$ cat src/rtl/int_div.sv
// int_div: radix-2 restoring RV32M divider (DIV/DIVU/REM/REMU), one step per cycle.
// Define INT_DIV_SPECIAL_FAST_EN to finish divide-by-zero and signed overflow in one cycle.
module int_div (
  input  logic        i_clk,
  input  logic        i_rst,
  input  logic        i_valid,
  output logic        o_ready,
  input  logic [1:0]  i_op,
  input  logic [31:0] i_a,
  input  logic [31:0] i_b,
  output logic        o_valid,
  input  logic        i_ready,
  output logic [31:0] o_result
);
  typedef enum logic [1:0] {IDLE, CALC, FIX, DONE} state_t;
  state_t state_q, state_d;
  logic [4:0] cnt_q, cnt_d;
  logic [31:0] dvd_q, dvd_d, dvs_q, dvs_d, rem_q, rem_d, res_q, res_d;
  logic [1:0] op_q, op_d;
  logic q_neg_q, q_neg_d, r_neg_q, r_neg_d, div0_q, div0_d, ovf_q, ovf_d;
  logic sgn, div0, ovf, ge;
  logic [32:0] rem33;
  logic [31:0] diff, quo, rmd;
  // The dividend register collects quotient bits as it shifts out dividend bits.
  // With a zero divisor every step subtracts nothing, so the remainder ends up as the dividend.
  always_comb begin
    sgn = ~i_op[0];
    div0 = i_b == '0;
    ovf = sgn && i_a == 32'h8000_0000 && i_b == '1;
    rem33 = {rem_q, dvd_q[31]};
    ge = rem33 >= {1'b0, dvs_q};
    diff = rem33[31:0] - dvs_q;
    quo = div0_q ? '1 : ovf_q ? 32'h8000_0000 : q_neg_q ? -dvd_q : dvd_q;
    rmd = ovf_q ? '0 : r_neg_q ? -rem_q : rem_q;
  end
  always_comb begin
    state_d = state_q;
    cnt_d = cnt_q;
    dvd_d = dvd_q;
    dvs_d = dvs_q;
    rem_d = rem_q;
    res_d = res_q;
    op_d = op_q;
    q_neg_d = q_neg_q;
    r_neg_d = r_neg_q;
    div0_d = div0_q;
    ovf_d = ovf_q;
    case (state_q)
      IDLE: if (i_valid) begin
        op_d = i_op;
        dvd_d = sgn && i_a[31] ? -i_a : i_a;
        dvs_d = sgn && i_b[31] ? -i_b : i_b;
        rem_d = '0;
        cnt_d = '1;
        q_neg_d = sgn && (i_a[31] ^ i_b[31]);
        r_neg_d = sgn && i_a[31];
        div0_d = div0;
        ovf_d = ovf;
        state_d = CALC;
`ifdef INT_DIV_SPECIAL_FAST_EN
        if (div0 || ovf) begin
          state_d = DONE;
          res_d = i_op[1] ? (div0 ? i_a : '0) : (div0 ? '1 : 32'h8000_0000);
        end
`else
`endif
      end
      CALC: begin
        rem_d = ge ? diff : rem33[31:0];
        dvd_d = {dvd_q[30:0], ge};
        cnt_d = cnt_q - 5'd1;
        state_d = cnt_q == '0 ? FIX : CALC;
      end
      FIX: begin
        res_d = op_q[1] ? rmd : quo;
        state_d = DONE;
      end
      DONE: state_d = i_ready ? IDLE : DONE;
      default: state_d = IDLE;
    endcase
  end
  always_ff @(posedge i_clk) begin
    if (i_rst) begin
      state_q <= IDLE;
      cnt_q <= '0;
      dvd_q <= '0;
      dvs_q <= '0;
      rem_q <= '0;
      res_q <= '0;
      op_q <= '0;
      q_neg_q <= 1'b0;
      r_neg_q <= 1'b0;
      div0_q <= 1'b0;
      ovf_q <= 1'b0;
    end else begin
      state_q <= state_d;
      cnt_q <= cnt_d;
      dvd_q <= dvd_d;
      dvs_q <= dvs_d;
      rem_q <= rem_d;
      res_q <= res_d;
      op_q <= op_d;
      q_neg_q <= q_neg_d;
      r_neg_q <= r_neg_d;
      div0_q <= div0_d;
      ovf_q <= ovf_d;
    end
  end
  assign o_ready = state_q == IDLE;
  assign o_valid = state_q == DONE;
  assign o_result = res_q;
endmodule

$ cat config.mk
export PLATFORM = sky130hd
export DESIGN_NAME = int_div
export DESIGN_NICKNAME = d
export VERILOG_FILES = /design/src/rtl/int_div.sv
export SDC_FILE = /design/constraint.sdc
export NUM_CORES = 1
export LEC_CHECK = 0
export ABC_AREA = 1
export CAP_MARGIN = 20
export CORE_MARGIN = 1.5
export CORE_UTILIZATION = 50
export DETAILED_ROUTE_END_ITERATION = 10
export PLACE_DENSITY = 0.71
export SYNTH_ARGS = -nofsm -noshare
export SYNTH_HDL_FRONTEND = slang
export SYNTH_SLANG_ARGS = --single-unit
$ cat constraint.sdc
create_clock -name i_clk -period 2.8 [get_ports i_clk]
set_input_delay 0.56 -clock i_clk [delete_from_list [all_inputs] [get_ports i_clk]]
set_output_delay 0.56 -clock i_clk [all_outputs]
set_load 0.05 [all_outputs]
* After elaboration in Yosys (flattened, before gate mapping)
Cells that the tools add are included.
W data, S select, Z words.
** Storage, ports and cells
- Flip-flop bits (word level) :: 141
- Input bits :: 70
- Output and inout port bits :: 34
** Cells by class
- Add/subtract/negate cells :: 6
- $lt $le $gt $ge :: 1
- Equality and inequality tests :: 6
- Multiplexer cells :: 19
- Bitwise gates (word level) :: 2
- Reductions and logical operators :: 11
** Operators with widths (number)
- $mux W32 :: 11
- $neg A32 Y32 :: 4
- $pmux W32 S2 :: 2
- $eq A32 B32 Y1 const B :: 2
- $ge A33 B32 Y1 :: 1
- $logic_not A32 Y1 :: 1
- $sub A32 B32 Y32 :: 1
- $pmux W5 S2 :: 1
- $pmux W2 S4 :: 1
- $mux W2 :: 3
- $logic_and A1 B1 Y1 :: 5
- $logic_not A5 Y1 :: 1
- $mux W5 :: 1
- $sub A5 B1 Y5 const B :: 1
- $eq A2 B2 Y1 const B :: 2
- $reduce_and A2 Y1 :: 2
- $eq A2 B1 Y1 const B :: 1
- $logic_not A2 Y1 :: 1
- $ne A2 B2 Y1 const B :: 1
- $reduce_bool A2 Y1 :: 1
- $not A1 Y1 :: 1
- $xor A1 B1 Y1 :: 1

* Depth between registers and ports, before layout
- Word-level depth :: 5
- Depth in mapped cells :: 17
- Depth with buffers taken out :: 16

* Worst setup path before layout
No wires, ideal clock.
- Path kind :: flip-flop to flip-flop
- Start point :: reg state_q[1]
- End point :: reg dvs_q[9]
- Setup time :: 117 ps
- Arrival :: 2045 ps
- Data required time :: 2683 ps
- Path slack :: 638 ps
- Stages on the path, launching flop included :: 9
- Buffers on the path :: 2
- Cells stage by stage :: dfxtp_1 nor2_1 nand2_1 inv_1 buf_2 buf_2 nand2_1 o221ai_1 inv_1
** Between the ends
- Word-level cells in the longest chain between the ends :: 2
** RTL lines
- from (decl) :: line 16 : state_t state_q, state_d;
- from (signal assigned) :: line 96 : state_q <= state_d;
- $logic_not A2 Y1
- via o_ready :: line 7 : output logic o_ready,
- $reduce_and A2 Y1 (no line)
- to (signal assigned) :: line 99 : dvs_q <= dvs_d;
- to (decl) :: line 18 : logic [31:0] dvd_q, dvd_d, dvs_q, dvs_d, rem_q, rem_d, res_q, res_d;
The timed path passes the listed nets, and every way through them passes these cells.
A chain may end at the register's enable or synchronous reset.

* Worst setup path after layout
- Start point :: reg dvs_q[30]
- End point :: reg rem_q[11]
** Between the ends
- Word-level cells in the longest chain between the ends :: 3
** RTL lines
- $ge A33 B32 Y1 :: line 31 : ge = rem33 >= {1'b0, dvs_q};
- $mux W32 :: line 69 : rem_d = ge ? diff : rem33[31:0];
- $pmux W32 S2 :: line 48 : case (state_q)
- to (signal assigned) :: line 100 : rem_q <= rem_d;
- to (decl) :: line 18
Every way passes these cells.

==> flow_metrics.env <==
export IMPL_clock_tree_htree_level_count=4
export IMPL_worstPathCellList="inv_1, ha_1, nand2_1, nor2_1, a21oi_1, nand2_1, nor2_4, buf_4, nand3_1, nand3_1, a21oi_1"
export IMPL_boundaryPins=104
export IMPL_cp_slowest_stage_delay_ns=0.44
export IMPL_synth_seq_cells=140
export IMPL_fp_dieArea_um2=25200
export IMPL_grt_usage_pct=31.4
export IMPL_detail_route_iter0_violations=1160
export IMPL_layout_area_overhead_vs_synth_pct=14.9
export IMPL_route_vias_total=13847
export IMPL_clk_pin_slew_worst_paths_ns=0.06
export IMPL_worst_pin_slew_ns=0.763
export IMPL_dominant_synthesized_flop_cell="sky130_fd_sc_hd__dfxtp_1"
export IMPL_post_layout_minimum_cycle_time_ns=2.52
export IMPL_total_count_of_hold_check_failures_in_the_final_report=0
export IMPL_regArea_um2=2800
export IMPL_grt_pass1_wl_mm=63.7
export IMPL_initial_utilization_pct=51.4
export IMPL_cts_tree="yes"
export IMPL_timing_final_max_slew_violations=0
export IMPL_remaining_drc_errors=0
export IMPL_power_leakage_nw=6.63
export IMPL_drive_gt1_share_pct=5.34
export IMPL_routabilityCongestion=0.951
export IMPL_ant_nets=0
export IMPL_maxSlewHeadroom_pct=49.1
export IMPL_drt_pre_antenna_iters=6
export IMPL_cts_inserted_buffers=17
export IMPL_crit_type="register to register"
export IMPL_dieHeight_um=159
export IMPL_yosysTopAreaCell="sky130_fd_sc_hd__dfxtp_1"
export IMPL_ctsLongestPathBuffers=2
export IMPL_status="complete, no violations"
export IMPL_cpLargestDelayFamily="simple AND/OR/NAND/NOR gates"
export IMPL_min_path_type="register to register"
export IMPL_vias_per_cell=5.56
export IMPL_postSynthNetCount=2203
export IMPL_cts_repair_timing_setup_buffer_count=0
export IMPL_worst_path_buf_inv=2
export IMPL_drv_max_cap_violation_count=0
export IMPL_ys_types=48
export IMPL_timing_critical_path_fanout_max=32
export IMPL_cts_hold_fix_buffers=0
export IMPL_number_of_enable_type_register_cells_in_the_synthesized_netlist=0
export IMPL_most_frequent_cells_after_synthesis="sky130_fd_sc_hd__nand2_1 (582), sky130_fd_sc_hd__inv_1 (303), sky130_fd_sc_hd__nand3_1 (195)"
export IMPL_critPathSlowestCell="sky130_fd_sc_hd__ha_1"
export IMPL_n_fill_cell=2422
export IMPL_worst_skew_pair_late_latency_ns=0.43
export IMPL_data_arrival_critical_path_ns=2.81
export IMPL_cts_resized_gates=0
export IMPL_fin_clk_skew_ns=0.0159
export IMPL_final_period_utilization_pct=90.1
export IMPL_worstSetupEndpointType="register"
export IMPL_placement_io_buffers=103
export IMPL_coreArea_um2=23600
export IMPL_nNetsFinal=2268
export IMPL_synth_top_cells_by_area="sky130_fd_sc_hd__dfxtp_1 (23%), sky130_fd_sc_hd__nand2_1 (18%), sky130_fd_sc_hd__inv_1 (9.4%), sky130_fd_sc_hd__nand3_1 (8.0%), sky130_fd_sc_hd__a21oi_1 (7.3%)"
export IMPL_setup_repair_after_global_routing_missed_its_margin="no"
export IMPL_placement_rows=56
export IMPL_grt_start_max_net_pins=83
export IMPL_fmax_mhz=396
export IMPL_required_ns=3.09
export IMPL_setup_violations=0
export IMPL_yosysSeqAreaShare_pct=23.1
export IMPL_ctsRootBufferMaster="sky130_fd_sc_hd__clkbuf_16"
export IMPL_count_of_warnings_emitted_by_yosys=0
export IMPL_multiInputGateArea_um2=7770
export IMPL_fraction_of_the_core_area_covered_by_cells_at_the_end_of_the_flow_pct=59.0
export IMPL_number_of_inserted_diodes=0
export IMPL_synthCells=2094
export IMPL_antenna_found_initial=0
export IMPL_place_detailed_hpwl_mm=30.9
export IMPL_synth_area_per_cell_um2=5.79
export IMPL_power_density_cell_area_nw_per_um2=783
export IMPL_synth_async_reset_ratio_pct=0
export IMPL_routed_wl_mm=40.0
export IMPL_netlist_area_leader_share_pct=23.1
export IMPL_number_of_global_route_vias_before_repair=12358
export IMPL_numClockSinks=140
export IMPL_setup_total_negative_slack_ns=0
export IMPL_setup_worst_path_start_class="register"
export IMPL_detail_route_wl_per_cell_um=16.1
export IMPL_grt_overflow_total=0
export IMPL_power_ir_vdd_worst_mv=0.371
export IMPL_cell_area_after_synthesis_um2=12100
export IMPL_die_width_um=159
export IMPL_post_synth_top_count_cell="sky130_fd_sc_hd__nand2_1"
==> layer usage <==
layer	GRT usage [%]	wire length (um)
met4	11.8	1300
met2	47.0	17000
met5	0	0
met3	5.88	3350
met1	44.5	18400
==> cell usage in the layout, fill, tap and decap left out, types with 31 or more instances in the layout <==
cell                              netlist  routed
sky130_fd_sc_hd__ha_1                  38      38
sky130_fd_sc_hd__o21ai_0              126     126
sky130_fd_sc_hd__clkdlybuf4s50_1        0     102
sky130_fd_sc_hd__inv_1                303     302
sky130_fd_sc_hd__nor2_1               173     170
sky130_fd_sc_hd__dfxtp_1              140     140
sky130_fd_sc_hd__a21oi_1              176     176
sky130_fd_sc_hd__nor3_1                31      31
sky130_fd_sc_hd__nand2_1              582     582
sky130_fd_sc_hd__nand4_1               34      34
sky130_fd_sc_hd__nand3_1              195     195
==> registers in the layout (all words and copies together), names as in the netlist, 2 cells and up <==
name	flops
rem_q	32
o_result	32
cnt_q	5
state_q	2
dvs_q	32
dvd_q	32
==> cells by family (layout without fill, tap and decap cells) <==
logic type / count (synthesis) / after routing / synth area share (%)
xor gates and xnor gates: 41 / 41 / 2.96
buffers and inverters: 393 / 471 / 13.0
AOI/OAI and AO/OA: 395 / 395 / 17.8
adders and majority gates: 39 / 39 / 4.09
and+or+nand+nor: 1086 / 1086 / 39.0
DFF: 140 / 140 / 23.1
==> where the power goes <==
group / switching [mW] / internal, mW / total (mW) / leakage [nW]
clock: 0.947 / 1.25 / 2.20 / 0.271
sequential: 0.316 / 2.24 / 2.55 / 1.15
combinational: 4.12 / 2.04 / 6.16 / 5.21
total: 5.39 / 5.53 / 10.9 / 6.63
==> path summary, 6_finish.rpt <==
check / cells after the start / to / slack (ns) / start
hold / removal: 1 / cnt_q[3] / 0.48 / cnt_q[3]
setup reg to reg: 11 / rem_q[11] / 0.28 / dvs_q[30]
setup / recovery: 11 / rem_q[11] / 0.28 / dvs_q[30]
hold reg to reg: 1 / cnt_q[3] / 0.48 / cnt_q[3]
==> layout make-up <==
| cell class | instances | area share (%) |
|---|---|---|
| Sequential cell | 140 | 20.1 |
| Inverter | 311 | 8.38 |
| Tap cell | 319 | 2.86 |
| Clock buffer | 20 | 3.21 |
| Clock inverter | 12 | 0.808 |
| Timing Repair Buffer | 128 | 8.89 |
| Multi-Input combinational cell | 1561 | 55.7 |
==> per-stage QoR <==
| stage | hold WS (ns) | setup slack [ns] | std cells | total power, mW | cell area, um^2 |
|---|---|---|---|---|---|
| floorplan | 0.443 | 0.638 | 2094 | 7.14 | 12100 |
| global placement | 0.463 | 0.223 | 2459 | 8.52 | 13400 |
| detailed placement | 0.467 | 0.146 | 2459 | 8.60 | 13400 |
| CTS | 0.476 | 0.357 | 2491 | 10.8 | 13900 |
| global route | 0.523 | 0.173 | 2491 | 11.8 | 13900 |
| finish | 0.484 | 0.276 | 2491 | 10.9 | 13900 |
(Power assumes the default switching activity.)
==> RTL edit 1 (same settings) <==
Add a define of `INT_DIV_SPECIAL_FAST_EN`.
--- a/src/rtl/int_div.sv
+++ b/src/rtl/int_div.sv
@@ -2,2 +2,4 @@
 // Define INT_DIV_SPECIAL_FAST_EN to finish divide-by-zero and signed overflow in one cycle.
+`define INT_DIV_SPECIAL_FAST_EN
+
 module int_div (
Formal check against the unedited RTL: not equivalent (Yosys sat finds a counterexample within 4 cycles, from zero or initial values and one cycle with i_rst high).
==> RTL edit 1 against the unedited design <==
Synthesized cell count increased by 5.3%; die area increased by 2.2%; combinational power increased by 45%; cell area increased by 5.4%; sequential cell count unchanged; wire length increased by 19%; worst setup slack got worse by 0.073 ns; synthesized area increased by 2.3%; clock skew decreased by 0.0038 ns; total power increased by 28%; largest cell class unchanged.
==> RTL edit 1: results (changes against the unedited design) <==
metric,value,unit,change
Sw Pwr,7.261,mW,+35%
met1 global-route usage,0.5542,,+0.1095
vias per cell,5.729,,+3.1%
crit share post-route,0.9275,,+0.02617
crit-path max cell delay,0.46,ns,+0.02 ns
DR pass1 iterations,6,,unchanged
number of global-route vias before repair,13290,,+7.5%
largest net degree at the start of global routing,90,,+8.4%
Syn Area/Cell,5.626,sq um,-2.9%
outcome,"complete, no violations",,
DP Worst Slack,-0.00001088,ns,-0.1455 ns
post-synthesis sequential area ratio,0.2259,,-0.005174
M1 wire length,22160,um,+21%
DR iter-0 viols,2006,,+73%
placed cell count,2607,,+6.0%
hold_ws,0.4632,ns,-0.02088 ns
"IR drop worst, VDD",1.170,mV,+220%
Post-DP HPWL,37430,um,+21%
total internal power,6.758,mW,+22%
fin nets,2411,,+6.3%
post-synth cell types,46,,-4.2%
Worst Path Arrival,2.86,ns,+0.05 ns
Setup Skew,0.01212,ns,-0.003810 ns
P_leak,6.866,nW,+3.6%
Routability Congestion,1.016,,+6.8%
Post-Route WL,47790,um,+19%
# fillers,2473,,+2.1%
routed via count,15120,,+9.2%
GR met3 Demand/Resource,0.06534,,+0.006563
clock power share,0.170,,-0.032
Synth area leaders,"dfxtp_1 23%, nand2_1 18%, nand3_1 9.7%, inv_1 8.1%, nor2_1 7.7%",,
ratio of cells with drive above 1 in the final layout,0.05745,,+0.004044
"delay-heaviest family, CP",compound AO/OA/AOI/OAI gates,,
DR WL met3,5201,um,+55%
DR WL met2,19770,um,+16%
Synthesized Nets,2314,,+5.0%
Seq. pwr,2.70,mW,+6%
-- RTL edit 1: cell types whose count changed after synthesis, sizes merged, moves of 11 or more --
cell    change
nor2       +76
inv        -38
nand3      +38
o21ai      +37
nor3       -15
clkbuf     +11
-- RTL edit 1: worst paths after layout --
| path | startpoint | end | depth (start not counted) |
|---|---|---|---|
| max | dvs_q[28]$_SDFFE_PP0P_ | rem_q[9]$_SDFFE_PP0P_ | 11 |
| min | o_result[28]$_SDFFE_PP0P_ | o_result[28]$_SDFFE_PP0P_ | 2 |
| max reg2reg | dvs_q[28]$_SDFFE_PP0P_ | rem_q[9]$_SDFFE_PP0P_ | 11 |
| min reg2reg | o_result[28]$_SDFFE_PP0P_ | o_result[28]$_SDFFE_PP0P_ | 2 |
-- RTL edit 1: kinds of logic (layout without fill, tap and decap cells) --
| kind of cell | count (synthesis) | count (layout) | share of synthesized area |
|---|---|---|---|
| AOI/OAI and AO/OA | 431 | 431 | 0.1870 |
| adders and majority gates | 39 | 39 | 0.03994 |
| xor gates and xnor gates | 38 | 38 | 0.02683 |
| and+or+nand+nor | 1190 | 1190 | 0.4056 |
| buffers and inverters | 367 | 477 | 0.1147 |
| DFF | 140 | 140 | 0.2259 |
-- RTL edit 1: layout make-up --
type,instances,area [sq um],share of cell area
Tap cell,324,405.4,0.02760
Clock buffer,18,429.2,0.02921
Multi-Input combinational cell,1698,8220,0.5596
Clock inverter,14,170.2,0.01158
Timing Repair Buffer,170,1629,0.1109
Inverter,275,1032,0.07027
Sequential cell,140,2804,0.1909
-- RTL edit 1: timing repair --
item                                    in CTS  in global routing
endpoints found under the setup margin       0                 27
endpoints found under the hold margin        0                  0
gates resized for setup                      0                  4
==> RTL edit 2 (same settings) <==
Made on the original files. Encoding of `state_t`: now Gray code (2 bits for 4 states).
--- a/src/rtl/int_div.sv
+++ b/src/rtl/int_div.sv
@@ -14,3 +14,3 @@
 );
-  typedef enum logic [1:0] {IDLE, CALC, FIX, DONE} state_t;
+  typedef enum logic [1:0] {IDLE = 2'b00, CALC = 2'b01, FIX = 2'b11, DONE = 2'b10} state_t;
   state_t state_q, state_d;
Formal check against the unedited RTL: same outputs for any inputs over 10 cycles, from zero or initial values and one cycle with i_rst high; not proved beyond that.
==> RTL edit 2 against the unedited design <==
Sequential power grew 11%; highest routed layer is now met5; largest power group unchanged; total power grew 58%; worst setup slack lost 0.045 ns; wire length grew 8.4%; fmax shrank 1.8%; synthesized area grew 2.8%; largest cell class unchanged; count of clock-buffer cells in the layout shrank 3; sequential cell count is the same; utilization grew 0.16 points; combinational power grew 96%; cell area grew 3.6%.
==> RTL edit 2: results (changes against the unedited design) <==
metric,value,unit,change
Crit Path Max Fanout,4,,-88%
Post-Route WL,43390,um,+8.4%
outcome,"complete, no violations",,
Routability Congestion,0.9429,,-0.88%
Post-synth ARST share,0,,unchanged
Setup Skew,0.01522,ns,-0.0007071 ns
placed cell count,2585,,+5.1%
ratio of cells with drive above 1 in the final layout,0.05757,,+0.004160
Worst-path clk slew,0.07,ns,
Synthesized Nets,2313,,+5.0%
CP max-delay cell,fa_1,,
Synth area leaders,"dfxtp_1 22%, nand2_1 19%, inv_1 9.5%, nand3_1 8.3%, a21oi_1 7.9%",,
post-synth cell types,44,,-8.3%
crit-path max cell delay,0.48,ns,+0.04 ns
worst slew pin tran,1.073,ns,+0.3097 ns
Post-DP HPWL,34090,um,+10%
DR iter-0 viols,1482,,+28%
largest net degree at the start of global routing,52,,-37%
Commonest cells post-synth,"618 x nand2_1, 316 x inv_1, 213 x nor2_1, 207 x nand3_1, 196 x a21oi_1",,
DP Area,13840,sq um,+3.5%
post-synthesis sequential area ratio,0.2249,,-0.006240
drt wl/cell,16.58,um,+3.2%
"Core Util, Final",0.5918,,+0.001638
Worst Path Arrival,2.93,ns,+0.12 ns
"IR drop worst, VDD",0.7924,mV,+110%
Global Route Usage Sum,0.3365,,+0.02215
DP Worst Slack,0.1183,ns,-0.02720 ns
worst skew pair latency,0.44,ns,
# fillers,2497,,+3.1%
cts bufs inserted,17,,unchanged
P_leak,7.007,nW,+5.7%
fin nets,2390,,+5.4%
Post-Synthesis Cells,2203,,+5.2%
DR pass1 iterations,7,,+1
number of global-route vias before repair,13120,,+6.2%
vias per cell,5.498,,-1.1%
Post-CTS Setup Repair Bufs,0,,unchanged
global-route wire length before repair,69020,um,+8.4%
initial antenna violation count,1,,+1
## RTL edit 2: cell families after synthesis
| group | share of synthesized area |
|---|---|
| xor+xnor | 0.02740 |
| buf+inv | 0.1300 |
| fa+ha+maj | 0.04076 |
| simple gates | 0.3965 |
| compound gates | 0.1805 |
| flops | 0.2249 |
## RTL edit 2: path summary, 6_finish.rpt
| path | from | to | slack [ns] | cells after the start |
|---|---|---|---|---|
| worst max-delay path | dvs_q[0]$_SDFFE_PP0P_ | rem_q[20]$_SDFFE_PP0P_ | 0.23 | 14 |
| worst max register to register | dvs_q[0]$_SDFFE_PP0P_ | rem_q[20]$_SDFFE_PP0P_ | 0.23 | 14 |
| worst min register to register | dvd_q[22]$_SDFFE_PP0P_ | dvd_q[22]$_SDFFE_PP0P_ | 0.49 | 2 |
| worst min-delay path | dvd_q[22]$_SDFFE_PP0P_ | dvd_q[22]$_SDFFE_PP0P_ | 0.49 | 2 |
## RTL edit 2: layout make-up
type,instances,area share
multi-input combinational,1652,0.5578
sequential,140,0.1942
timing repair buffer,141,0.09345
inverter,328,0.08530
clock buffer,17,0.02947
tap,324,0.02809
clock inverter,15,0.01170
## RTL edit 2: per-layer routing
metal / up-vias / GRT usage / part of all wire
li1: 7249 / - / -
met1: 6478 / 0.4648 / 0.45
met2: 576 / 0.5225 / 0.44
met3: 83 / 0.06534 / 0.085
met4: 2 / 0.1149 / 0.028
met5: - / 0 / 0.00025
## RTL edit 2: power breakdown
part	internal, mW	total, mW	switching (mW)
registers	2.32	2.82	0.501
clock network	1.28	2.35	1.08
logic	3.98	12.1	8.12
total	7.57	17.3	9.70
